## src/rtl/scariv_pht_update_queue_pkg.sv

```systemverilog
// Shared types and helpers for the gshare PHT update queue.
// Holds the entry layout and the 2-bit saturating counter rule.
package scariv_pht_update_queue_pkg;

    localparam int unsigned PHT_IDX_W = 10;
    localparam int unsigned BHR_W     = 10;

    typedef struct packed {
        logic                 valid;
        logic [PHT_IDX_W-1:0] index;
        logic [1:0]           value;
    } pht_upd_entry_t;

    function automatic logic [1:0] pht_counter_next(input logic [1:0] c, input logic taken);
        if (taken) begin
            return (c == 2'd3) ? 2'd3 : c + 2'd1;
        end
        return (c == 2'd0) ? 2'd0 : c - 2'd1;
    endfunction

endpackage

```

## src/rtl/scariv_pht_update_queue_hit.sv

```systemverilog
// Index CAM over the pending PHT update entries.
// Returns a one-hot hit vector and the value of the (unique) matching entry.
module scariv_pht_upd_hit
    import scariv_pht_update_queue_pkg::*;
#(
    parameter int unsigned Q_SIZE = 4
) (
    input  pht_upd_entry_t       i_entries [Q_SIZE],
    input  logic [PHT_IDX_W-1:0] i_index,
    output logic [Q_SIZE-1:0]    o_hit_oh,
    output logic [1:0]           o_hit_value
);

    always_comb begin
        o_hit_oh    = '0;
        o_hit_value = '0;
        for (int unsigned i = 0; i < Q_SIZE; i++) begin
            o_hit_oh[i] = i_entries[i].valid & (i_entries[i].index == i_index);
            // indexes are unique, so OR-ing is a plain select
            o_hit_value = o_hit_value | (i_entries[i].value & {2{o_hit_oh[i]}});
        end
    end

endmodule

```

## src/rtl/scariv_pht_update_queue.sv

```systemverilog
// Turns retired conditional-branch updates into gshare PHT counter writes and keeps the committed BHR.
// Optional perf counters: define SCARIV_PHT_UPD_STAT_EN.
module scariv_pht_update_queue
  import scariv_pht_update_queue_pkg::*;
#(
  parameter int unsigned Q_SIZE = 4
) (
  input  logic                 i_clk,
  input  logic                 i_reset_n,
  input  logic                 i_upd_valid,
  input  logic                 i_upd_is_cond,
  input  logic                 i_upd_dead,
  input  logic                 i_upd_taken,
  input  logic                 i_upd_mispredict,
  input  logic [PHT_IDX_W-1:0] i_upd_gshare_index,
  input  logic [BHR_W-1:0]     i_upd_gshare_bhr,
  input  logic [1:0]           i_upd_bim_value,
  output logic                 o_pht_wr_valid,
  input  logic                 i_pht_wr_ready,
  output logic [PHT_IDX_W-1:0] o_pht_wr_index,
  output logic [1:0]           o_pht_wr_value,
  output logic                 o_bhr_recover_valid,
  output logic [BHR_W-1:0]     o_bhr_recover,
  output logic [BHR_W-1:0]     o_committed_bhr,
  output logic                 o_upd_drop,
  output logic                 o_is_empty
);

  localparam int unsigned QW = (Q_SIZE > 1) ? $clog2(Q_SIZE) : 1;

  pht_upd_entry_t    entries_q [Q_SIZE];
  pht_upd_entry_t    entries_d [Q_SIZE];
  logic [QW-1:0]     head_q, head_d;
  logic [QW-1:0]     tail_q, tail_d;
  logic [BHR_W-1:0]  committed_bhr_q, committed_bhr_d;
  logic [BHR_W-1:0]  recover_q, recover_d;
  logic              recover_valid_q, recover_valid_d;
  logic              drop_q, drop_d;

  logic              train;
  logic              pop;
  logic              push;
  logic              merge;
  logic              full;
  logic [Q_SIZE-1:0] valid_vec;
  logic [Q_SIZE-1:0] pop_oh;
  logic [Q_SIZE-1:0] hit_oh;
  logic [Q_SIZE-1:0] merge_oh;
  logic [QW-1:0]     merge_idx;
  logic [1:0]        hit_value;
  logic [1:0]        base_value;
  logic [1:0]        new_value;
  logic              unused_bhr_msb;

  assign unused_bhr_msb = i_upd_gshare_bhr[BHR_W-1];

  scariv_pht_upd_hit #(
    .Q_SIZE (Q_SIZE)
  ) u_hit (
    .i_entries   (entries_q),
    .i_index     (i_upd_gshare_index),
    .o_hit_oh    (hit_oh),
    .o_hit_value (hit_value)
  );

  always_comb begin
    train = i_upd_valid & i_upd_is_cond & ~i_upd_dead;

    valid_vec = '0;
    for (int unsigned i = 0; i < Q_SIZE; i++) begin
      valid_vec[i] = entries_q[i].valid;
    end
    full = &valid_vec;

    o_pht_wr_valid = entries_q[head_q].valid;
    o_pht_wr_index = entries_q[head_q].index;
    o_pht_wr_value = entries_q[head_q].value;
    pop    = o_pht_wr_valid & i_pht_wr_ready;
    pop_oh = pop ? (Q_SIZE'(1) << head_q) : '0;

    // A hit on the draining head still supplies the base value, but the
    // result must be re-pushed because that entry leaves this cycle.
    merge_oh   = hit_oh & ~pop_oh;
    merge      = train & (|merge_oh);
    base_value = (|hit_oh) ? hit_value : i_upd_bim_value;
    new_value  = pht_counter_next(base_value, i_upd_taken);
    push       = train & ~merge & (~full | pop);
    drop_d     = train & ~merge & full & ~pop;

    merge_idx = '0;
    for (int unsigned i = 0; i < Q_SIZE; i++) begin
      if (merge_oh[i]) merge_idx = QW'(i);
    end

    entries_d = entries_q;
    head_d    = head_q;
    tail_d    = tail_q;
    if (pop) begin
      entries_d[head_q].valid = 1'b0;
      head_d = head_q + QW'(1);
    end
    if (merge) begin
      entries_d[merge_idx].value = new_value;
    end
    if (push) begin
      entries_d[tail_q] = '{valid: 1'b1, index: i_upd_gshare_index, value: new_value};
      tail_d = tail_q + QW'(1);
    end

    committed_bhr_d = committed_bhr_q;
    recover_valid_d = 1'b0;
    recover_d       = recover_q;
    if (train) begin
      if (i_upd_mispredict) begin
        recover_valid_d = 1'b1;
        recover_d       = {i_upd_gshare_bhr[BHR_W-2:0], i_upd_taken};
        committed_bhr_d = {i_upd_gshare_bhr[BHR_W-2:0], i_upd_taken};
      end else begin
        committed_bhr_d = {committed_bhr_q[BHR_W-2:0], i_upd_taken};
      end
    end
  end

  always_ff @(posedge i_clk or negedge i_reset_n) begin
    if (!i_reset_n) begin
      for (int unsigned i = 0; i < Q_SIZE; i++) begin
        entries_q[i] <= '0;
      end
      head_q          <= '0;
      tail_q          <= '0;
      committed_bhr_q <= '0;
      recover_q       <= '0;
      recover_valid_q <= 1'b0;
      drop_q          <= 1'b0;
    end else begin
      entries_q       <= entries_d;
      head_q          <= head_d;
      tail_q          <= tail_d;
      committed_bhr_q <= committed_bhr_d;
      recover_q       <= recover_d;
      recover_valid_q <= recover_valid_d;
      drop_q          <= drop_d;
    end
  end

  assign o_bhr_recover_valid = recover_valid_q;
  assign o_bhr_recover       = recover_q;
  assign o_committed_bhr     = committed_bhr_q;
  assign o_upd_drop          = drop_q;
  assign o_is_empty          = ~|valid_vec;

`ifdef SCARIV_PHT_UPD_STAT_EN
  logic [31:0] r_stat_push;
  logic [31:0] r_stat_merge;
  logic [31:0] r_stat_drop;
  logic [31:0] r_stat_wr;

  always_ff @(posedge i_clk or negedge i_reset_n) begin
    if (!i_reset_n) begin
      r_stat_push  <= '0;
      r_stat_merge <= '0;
      r_stat_drop  <= '0;
      r_stat_wr    <= '0;
    end else begin
      if (push   && r_stat_push  != '1) r_stat_push  <= r_stat_push  + 32'd1;
      if (merge  && r_stat_merge != '1) r_stat_merge <= r_stat_merge + 32'd1;
      if (drop_d && r_stat_drop  != '1) r_stat_drop  <= r_stat_drop  + 32'd1;
      if (pop    && r_stat_wr    != '1) r_stat_wr    <= r_stat_wr    + 32'd1;
    end
  end

  function void dump_pht_upd_perf(int fp);
    $display("  \"pht_update\" : { \"push\" : %0d, \"merge\" : %0d, \"drop\" : %0d, \"wr\" : %0d },",
             r_stat_push, r_stat_merge, r_stat_drop, r_stat_wr);
  endfunction
`endif

endmodule

```

## config.mk

```make
export PLATFORM = sky130hd
export DESIGN_NAME = scariv_pht_update_queue
export DESIGN_NICKNAME = d
export VERILOG_FILES = /design/src/rtl/scariv_pht_update_queue_pkg.sv /design/src/rtl/scariv_pht_update_queue_hit.sv /design/src/rtl/scariv_pht_update_queue.sv
export SDC_FILE = /design/constraint.sdc
export NUM_CORES = 1
export LEC_CHECK = 0
export BUFFER_PORTS_ARGS = -buffer_cell sky130_fd_sc_hd__buf_2
export CAP_MARGIN = 25
export CORE_MARGIN = 2
export CORE_UTILIZATION = 62
export CTS_CLUSTER_SIZE = 8
export DETAILED_ROUTE_END_ITERATION = 10
export HOLD_SLACK_MARGIN = 0.12
export PLACE_DENSITY = 0.95
export SKIP_LAST_GASP = 1
export SLEW_MARGIN = 30
export SYNTH_ARGS = -nofsm -noshare
export SYNTH_HDL_FRONTEND = slang
export SYNTH_SLANG_ARGS = --single-unit
```

## constraint.sdc

```tcl
create_clock -name i_clk -period 4.89 [get_ports i_clk]
set_input_delay 0.7335 -clock i_clk [delete_from_list [all_inputs] [get_ports i_clk]]
set_output_delay 0.7335 -clock i_clk [all_outputs]
set_load 0.01 [all_outputs]
```

### After elaboration in Yosys (flattened, before gate mapping)

Index checks and enable logic that the tools add are counted.

* register bits after elaboration: 78
* bits of input ports: 30
* output and inout bits: 36
* logic and storage cells: 101

* $add $sub $neg: 4
* magnitude comparators: 6
* equality and inequality tests: 5
* shift-type cells: 1
* muxes and demuxes: 28
* bitwise logic cells: 29
* reductions and logical operators: 10

Operators with widths (number)
* $bwmux 52: 3
* $mux 52: 3
* $demux 13 s2: 3
* $mux 13: 4
* $eq 10x10->1: 4
* $bmux 13 s2: 1
* $mux 2: 8
* $and 1x1->1: 12
* $reduce_or 4->1: 3
* $mux 10: 1
* $ge 3x3->1 const B: 3
* $lt 3x1->1 const B: 3
* $not 2->3: 3
* $and 2x2->2: 4
* $add 2x1->2 const B: 3
* $or 2x2->2: 3
* $and 4x4->4: 1
* $mux 1: 4
* $mux 4: 1
* $not 1->1: 4
* $not 4->4: 1
* $reduce_and 4->1: 1
* $shl 1x2->4 const A: 1
* $logic_and 1x1->1: 3
* other kinds (6): 6

### Logic depth before layout (Yosys ltp)

Gate-level depths: netlist (run 1).

* depth in word-level cells: 20
* gate-level depth with buffers: 10
* depth with buffers taken out: 7

### Cells and area by module

A second synthesis (run 1) with hierarchy kept.

* cells, all modules: 347
* area total of the unflattened synthesis: 4405.5 um2

Modules (own cells, without submodules)
* scariv_pht_update_queue: instances 1, cells an instance 272, area an instance 3821.2 um2, sequential area each 1951.9 um2
* scariv_pht_upd_hit: instances 1, cells an instance 75, area an instance 584.3 um2, sequential area each 0.0 um2

### Least setup slack after synthesis (run 1)

Ideal clock, no wire load.

* path type: input port to flip-flop
* start point: in i_upd_gshare_index[6]
* end point: reg entries_q[1] (netlist name)
* arrival: 2533 ps
* slack: 2292 ps
* cell stages on the path: 8
* cell sequence: buf_2 xnor2_1 nand4_1 nor3_1 a2111oi_0 maj3_1 mux2i_1 mux2_2

RTL lines
* start, declared: line scariv_pht_update_queue.sv:15 `input logic [PHT_IDX_W-1:0] i_upd_gshare_index,`
* end signal, assigned: line scariv_pht_update_queue.sv:136 `entries_q <= entries_d;`
* end, declared: line scariv_pht_update_queue.sv:31 `pht_upd_entry_t entries_q [Q_SIZE];`

### Final worst setup path (run 1)

* start point: reg head_q[1]
* end point: reg entries_q[18] (netlist name)

* cells in the longest elaborated chain, start to end: 17
* elaborated cells between the ends (all ways): 27

Ends and longest elaborated chain
* start, declared: line scariv_pht_update_queue.sv:33 `logic [QW-1:0] head_q, head_d;`
* start signal, assigned: line scariv_pht_update_queue.sv:129 `head_q <= '0;`
* start signal, assigned: line scariv_pht_update_queue.sv:137 `head_q <= head_d;`
* $not 2->3 (not written as such): line scariv_pht_update_queue.sv:75, scariv_pht_update_queue.sv:99
* $bmux 13 s2: line scariv_pht_update_queue.sv:75 `o_pht_wr_valid = entries_q[head_q].valid;`
* $mux 13 (2 in a row)
* $and 1x1->1: line scariv_pht_update_queue.sv:78 `pop = o_pht_wr_valid & i_pht_wr_ready;`
* $mux 4: line scariv_pht_update_queue.sv:79 `pop_oh = pop ? (Q_SIZE'(1) << head_q) : '0;`
* $not 4->4: line scariv_pht_update_queue.sv:83 `merge_oh = hit_oh & ~pop_oh;`
* $and 4x4->4: line scariv_pht_update_queue.sv:83
* $mux 1: line scariv_pht_update_queue.sv:92 `if (merge_oh[i]) merge_idx = QW'(i);`
* $mux 2 (2 in a row): line scariv_pht_update_queue.sv:92
* $not 2->3 (not written as such): line scariv_pht_update_queue.sv:103 `entries_d[merge_idx].value = new_value;`
* $demux 13 s2: line scariv_pht_update_queue.sv:103
* $bwmux 52: line scariv_pht_update_queue.sv:103
* $mux 52: line scariv_pht_update_queue.sv:102 `if (merge) begin`
* $bwmux 52: line scariv_pht_update_queue.sv:106 `entries_d[tail_q] = '{valid: 1'b1, index: i_upd_gshare_index, value: new_value};`
* $mux 52 *: line scariv_pht_update_queue.sv:105 `if (push) begin`

Mark *: on every way between the ends. The rest lies on a longest branch, timed or not. The select of a mux whose other input is x is not followed.
A chain may end at the register's enable or synchronous reset.

==> qor.csv, run 1 <==
stage;metric;value;unit
outcome;status;complete, no violations;
cts;h-tree-depth;3;
yosys;syn_area_per_cell;12.2;µm²
critical_path;worstPathArrival;3.65;ns
finish;nNetsFinal;449;
sta;rsz0062_at_grt;no;
sta;fin_crit;3.40;ns
cts;cts_resized;0;
routing;vias_per_cell;6.00;
grt;antenna_found_initial;0;
cts;post-cts-setup-buffers;0;
critical_path;criticalPathCategory;flop to flop;
cts;cts_hold_buffers;0;
power;p_leak;2.25;nW
yosys;yosys-top-cells-area;dfrtp_1 (45%), mux2_2 (10%), xnor2_1 (8.2%), mux2_4 (6.2%), mux4_2 (6.2%);
routing;drt_pre_antenna_iters;4;
yosys;synthCells;358;
floorplan;dieHeight;87.8;µm
cts;clk_pin_slew_worst_paths;0.08;ns
finish;drive_above_1_share;0.382;
floorplan;die-area;7710;µm²
yosys;synth.mux.area_fraction;0.258;
routing;wl_per_cell;18.8;µm
yosys;synth-compound-area-share;0.0509;
critical_path;required;5.14;ns
critical_path;path_max_fanout;17;
finish;fill_cells;445;
cts;clock-sinks;78;
finish;postLayoutCoreUtil;0.721;
yosys;synth_seq_cells;78;
yosys;synthMostInstantiatedCell;dfrtp_1;
critical_path;startpoint;head_q[1];
power;power_density;609;nW/µm²
place;finalWeightedCongestion;0.921;
yosys;synthXorXnorAreaFrac;0.0825;
grt;grt_usage;0.267;
routing;drt_iter0_drc;193;
sta;final.period_utilization;0.695;
place;place_hpwl;6870;µm
sta;tightestPinTransition;0.801;ns
place;io_buffers;64;
yosys;syn_nets;396;
yosys;ys_async_sr_fraction;1.00;
critical_path;critPathSlowestCell;dfrtp_1;
yosys;synth_cell_types;40;
critical_path;cp-start-kind;flop;
sta;finalHoldViolations;0;
routing;drc;0;
grt;grt_pass1_vias;3019;
finish;area_delta_synth_final;12.5;%
grt;grt_max_degree;79;
run;cap_violations;0;
cts;cts_made_buffers;9;
yosys;yosys.area.top_type_share;0.448;
critical_path;path_cells;mux2i_1, o22ai_4, a2111oi_2, a31o_2, nor2_1, nand2_1, mux2_2;
yosys;synthFlopType;dfrtp_1;
cts;clockBufferDepth;2;
critical_path;endpoint_kind;flop;
yosys;synth-seq-area-share;0.448;
power;ir_drop;0.389;mV
sta;setup_viol;0;
finish;antenna_cells;0;
floorplan;die_x;87.8;µm
yosys;mappedNetlistArea;4350;µm²
yosys;synth_fa_ha_area_frac;0.0276;
floorplan;core_area;6790;µm²
hold_path;hold_path_class;input port to asynchronous set/reset pin;
yosys;synth_top_family_by_area;multiplexers;
routing;wl;9610;µm
critical_path;r2r_setup_slack;1.49;ns
critical_path;r2r-end;entries_q[18];
critical_path;worst-r2r-cell-count;7;
cts;cts-root-buf;clkbuf_8;
sta;tns;0;ns
sta;fin_skew;0.0104;ns
yosys;yosys.area_share.simple;0.0920;
routing;vias;3070;
floorplan;pin_count;66;
cts;cts_tree;yes;
yosys;yosys-top-cells-count;dfrtp_1 (78), xnor2_1 (41), mux2_2 (40), nand2_1 (32), mux2_4 (18);
critical_path;slowest_delay;0.89;ns
cts;clkLatencyLatePin;0.37;ns
grt;grt_pass1_wl;15200;µm
floorplan;placementRows;30;
grt;grt-ovfl-total;0;
critical_path;critical_path.n_buffers_inverters;0;
routing;antenna_left;0;
yosys;yosysWarnings;0;
sta;max_clock_freq;294;MHz
sta;slew_violations;0;
sta;relSlewSlack;0.452;
critical_path;critPathTopFamily;compound AO/OA/AOI/OAI gates;
yosys;synth_edf_count;0;
floorplan;initial_core_util;0.641;
yosys;synth.largest_area_cell;dfrtp_1;
critical_path;r2r_start;head_q[1];
[area by class of cell]
type | instances | area [µm²] | area share
multi-input combinational | 244 | 2220 | 0.454
sequential | 78 | 1950 | 0.398
timing repair buffer | 65 | 334 | 0.0682
clock buffer | 9 | 124 | 0.0253
tap | 96 | 120 | 0.0245
clock inverter | 7 | 97.6 | 0.0199
inverter | 13 | 48.8 | 0.00996
[metrics by stage]
step	total power, mW	instance area, µm²	std cells	worst slack [ns]	hold slack, ns
after floorplan	2.05	4350	358	2.29	0.438
after global placement	2.35	4670	496	1.67	0.460
after detailed placement	2.44	4670	496	1.54	0.468
after CTS	2.99	4890	512	1.48	0.489
after global routing	3.16	4900	512	1.34	0.462
final	2.98	4900	512	1.49	0.388
[worst reg2reg max path: stages, from the launching register on]
cell	delay, ns
dfrtp_1	0.89
mux2i_1	0.49
o22ai_4	0.19
a2111oi_2	0.51
a31o_2	0.24
nor2_1	0.09
nand2_1	0.46
mux2_2	0.41
[worst max path at each step]
stage                               end  slack [ns]  depth (start not counted)
after global placement    entries_q[23]        1.67                          7
final                     entries_q[18]        1.49                          7
after CTS                 entries_q[18]        1.48                          7
after global routing      entries_q[18]        1.34                          7
after floorplan            entries_q[1]        2.29                          8
after detailed placement  entries_q[18]        1.54                          7
[cells in the final DEF, fill, tap and decap left out, types with 4 or more instances in the layout]
cell,Yosys,routed
dfrtp_1,78,78
buf_2,11,63
xnor2_1,41,41
mux2_2,40,40
nand2_1,32,32
mux2_4,18,18
o21ai_0,16,16
inv_1,13,13
mux2i_1,13,13
nand4_1,13,13
mux4_2,12,12
clkbuf_8,0,9
nor4_1,8,8
ha_1,8,8
nand3_1,6,6
nor3_1,4,4
a21oi_1,4,4
nor2_1,4,4
[sequential cells by signal, indices dropped and copies added, names as in the netlist]
register and flops:
o_bhr_recover_valid 1, o_committed_bhr 10, tail_q 2, head_q 2
o_upd_drop 1, entries_q 52, o_bhr_recover 10
[cell families (layout without fill, tap and decap cells)]
| family | count (synthesis) | in the layout |
|---|---|---|
| fa+ha+maj | 10 | 10 |
| flops | 78 | 78 |
| mux | 83 | 83 |
| simple gates | 78 | 78 |
| buf+inv | 36 | 94 |
| xor+xnor | 41 | 41 |
| compound gates | 32 | 32 |
[report_power, final]
| group | switching (mW) | internal, mW | total [mW] |
|---|---|---|---|
| logic | 0.550 | 0.677 | 1.23 |
| registers | 0.309 | 0.910 | 1.22 |
| clock network | 0.251 | 0.289 | 0.539 |
| total | 1.11 | 1.88 | 2.98 |
[per-layer routing]
layer / share of wire / up-vias / track usage / wire (µm)
met1: 0.41 / 1526 / 0.342 / 3920
met4: 0.030 / 0 / 0.122 / 292
met3: 0.068 / 29 / 0.0584 / 651
li1: - / 1386 / - / -
met2: 0.49 / 129 / 0.439 / 4750
met5: 0 / - / 0 / 0
(Power assumes the default switching activity.)
==> run 2, diff against run 1 <==
Settings changed: CORE_UTILIZATION 62 to 57, PLACE_DENSITY 0.95 to 0.89.
Clock period 4.89 ns to 3.2 ns, I/O delays scaled along.
==> run 2 against run 1 <==
Register-to-register slack lost 0.98 ns. Worst hold slack got worse by 0.25 ns. Fmax grew 26%. Design area grew 0.94%. Worst setup slack lost 0.98 ns. Sequential share of layout area is 0.37 points lower. Via count decreased by 1.5%.
==> qor.csv, run 2 (synthesized netlist as in run 1, its figures left out) <==
stage;metric;value;unit
outcome;status;complete, no violations;
finish;postLayoutCoreUtil;0.675;
sta;final.period_utilization;0.840;
critical_path;slowest_delay;0.52;ns
finish;regArea;1950;µm²
run;cap_violations;0;
critical_path;required;3.45;ns
critical_path;endpoint_kind;flop;
critical_path;path_max_fanout;8;
routing;wl_per_cell;18.3;µm
finish;regMostFlops;entries_q;
grt;grt_max_degree;79;
grt;antenna_found_initial;0;
grt;grt_pass1_wl;15500;µm
floorplan;core_area;7330;µm²
sta;tns;0;ns
grt;grt_pass1_vias;3082;
finish;drive_above_1_share;0.391;
sta;fin_crit;2.69;ns
cts;clock-sinks;78;
power;fin_total_pwr;4.53;mW
floorplan;dieHeight;91.4;µm
sta;max_clock_freq;372;MHz
finish;final_common_cell;dfrtp_1;
place;io_buffers;64;
cts;cts_hold_buffers;0;
routing;drt_iter0_drc;162;
cts;cts_resized;0;
cts;cts_made_buffers;9;
floorplan;die-area;8350;µm²
grt;grt_usage;0.241;
finish;multi_input_area;2220;µm²
finish;area_delta_synth_final;13.6;%
cts;cts-root-buf;clkbuf_8;
routing;wl;9540;µm
grt;grt-ovfl-total;0;
sta;slew_violations;0;
critical_path;critPathSlowestCell;a2111oi_2;
cts;post-cts-setup-buffers;0;
routing;antenna_left;0;
power;p_leak;2.28;nW
routing;drt_pre_antenna_iters;4;
routing;drc;0;
critical_path;worstPathArrival;2.94;ns
sta;fin_skew;0.00568;ns
sta;rsz0062_at_grt;no;
critical_path;criticalPathCategory;flop to flop;
finish;antenna_cells;0;
cts;clkLatencyLatePin;0.36;ns
cts;clk_pin_slew_worst_paths;0.08;ns
finish;largest_reg_flops;52;
place;place_hpwl;6810;µm
routing;vias_per_cell;5.80;
floorplan;die_x;91.4;µm
cts;clockBufferDepth;2;
finish;fill_cells;556;
cts;h-tree-depth;3;
finish;final_cell_mix;dfrtp_1 (78), buf_2 (63), xnor2_1 (41);
hold_path;hold_path_class;input port to asynchronous set/reset pin;
sta;finalHoldViolations;0;
critical_path;path_cells;mux2i_1, o22ai_4, a2111oi_2, a31o_2, nor2_1, o21ai_0, mux2_2;
power;ir_drop;0.648;mV
critical_path;worst-r2r-cell-count;7;
sta;setup_viol;0;
floorplan;placementRows;31;
finish;nNetsFinal;455;
floorplan;pin_count;66;
power;power_density;916;nW/µm²
floorplan;initial_core_util;0.594;
sta;relSlewSlack;0.434;
cts;cts_tree;yes;
sta;tightestPinTransition;0.828;ns
critical_path;cp-start-kind;flop;
routing;vias;3024;
place;finalWeightedCongestion;0.914;
==> run 2: changes by cell type in the layout (fill, tap and decap cells not counted), sizes merged <==
| cell | change |
|---|---|
| buf | +6 |
| clkbuf | +4 |
| clkinvlp | -2 |
| bufinv | -1 |
| inv | -1 |
==> run 2: worst paths after layout <==
check | start | slack [ns] | to
min | i_reset_n | 0.14 | o_bhr_recover[4]
min reg2reg | o_committed_bhr[9] | 0.49 | o_committed_bhr[9]
min in group i_clk | i_upd_gshare_bhr[7] | 0.36 | o_bhr_recover[8]
max in group asynchronous | i_reset_n | 2.60 | entries_q[28]
max | head_q[1] | 0.51 | entries_q[26]
max reg2reg | head_q[1] | 0.51 | entries_q[26]
==> run 2: metrics by stage <==
stage / cell area (µm²) / setup slack (ns) / hold WS (ns) / std cells
5_1_grt: 4940 / 0.333 / 0.196 / 521
2_1_floorplan: 4350 / 0.762 / 0.184 / 358
4_1_cts: 4940 / 0.480 / 0.301 / 521
6_report: 4940 / 0.513 / 0.141 / 521
3_3_place_gp: 4720 / 0.517 / 0.469 / 505
3_5_place_dp: 4720 / 0.424 / 0.474 / 505
==> run 2: where the power goes <==
part | leakage, nW | switching (mW) | internal (mW)
clock network | 0.115 | 0.365 | 0.443
logic | 1.21 | 0.899 | 1.04
registers | 0.961 | 0.389 | 1.39
==> run 2: worst max-delay path, delay by kind of cell (launching register included) <==
family             cells  cell delay, ns
DFF                    1            0.41
AOI/OAI and AO/OA      4            1.29
muxes                  2            0.80
and+or+nand+nor        1            0.08
==> run 2: layout make-up <==
type | instances | area share
repair buffers | 71 | 0.0767
clock inverters | 3 | 0.00810
flip-flops and latches | 78 | 0.395
multi-input cells | 244 | 0.449
inverters | 13 | 0.00987
well taps | 99 | 0.0251
clock buffers | 13 | 0.0362
==> run 2: metal layers <==
metal / up-vias / track usage / share of wire
met4: 0 / 0.121 / 0.029
met3: 21 / 0.0448 / 0.047
li1: 1395 / - / -
met2: 103 / 0.390 / 0.49
met1: 1505 / 0.311 / 0.44
met5: - / 0 / 0
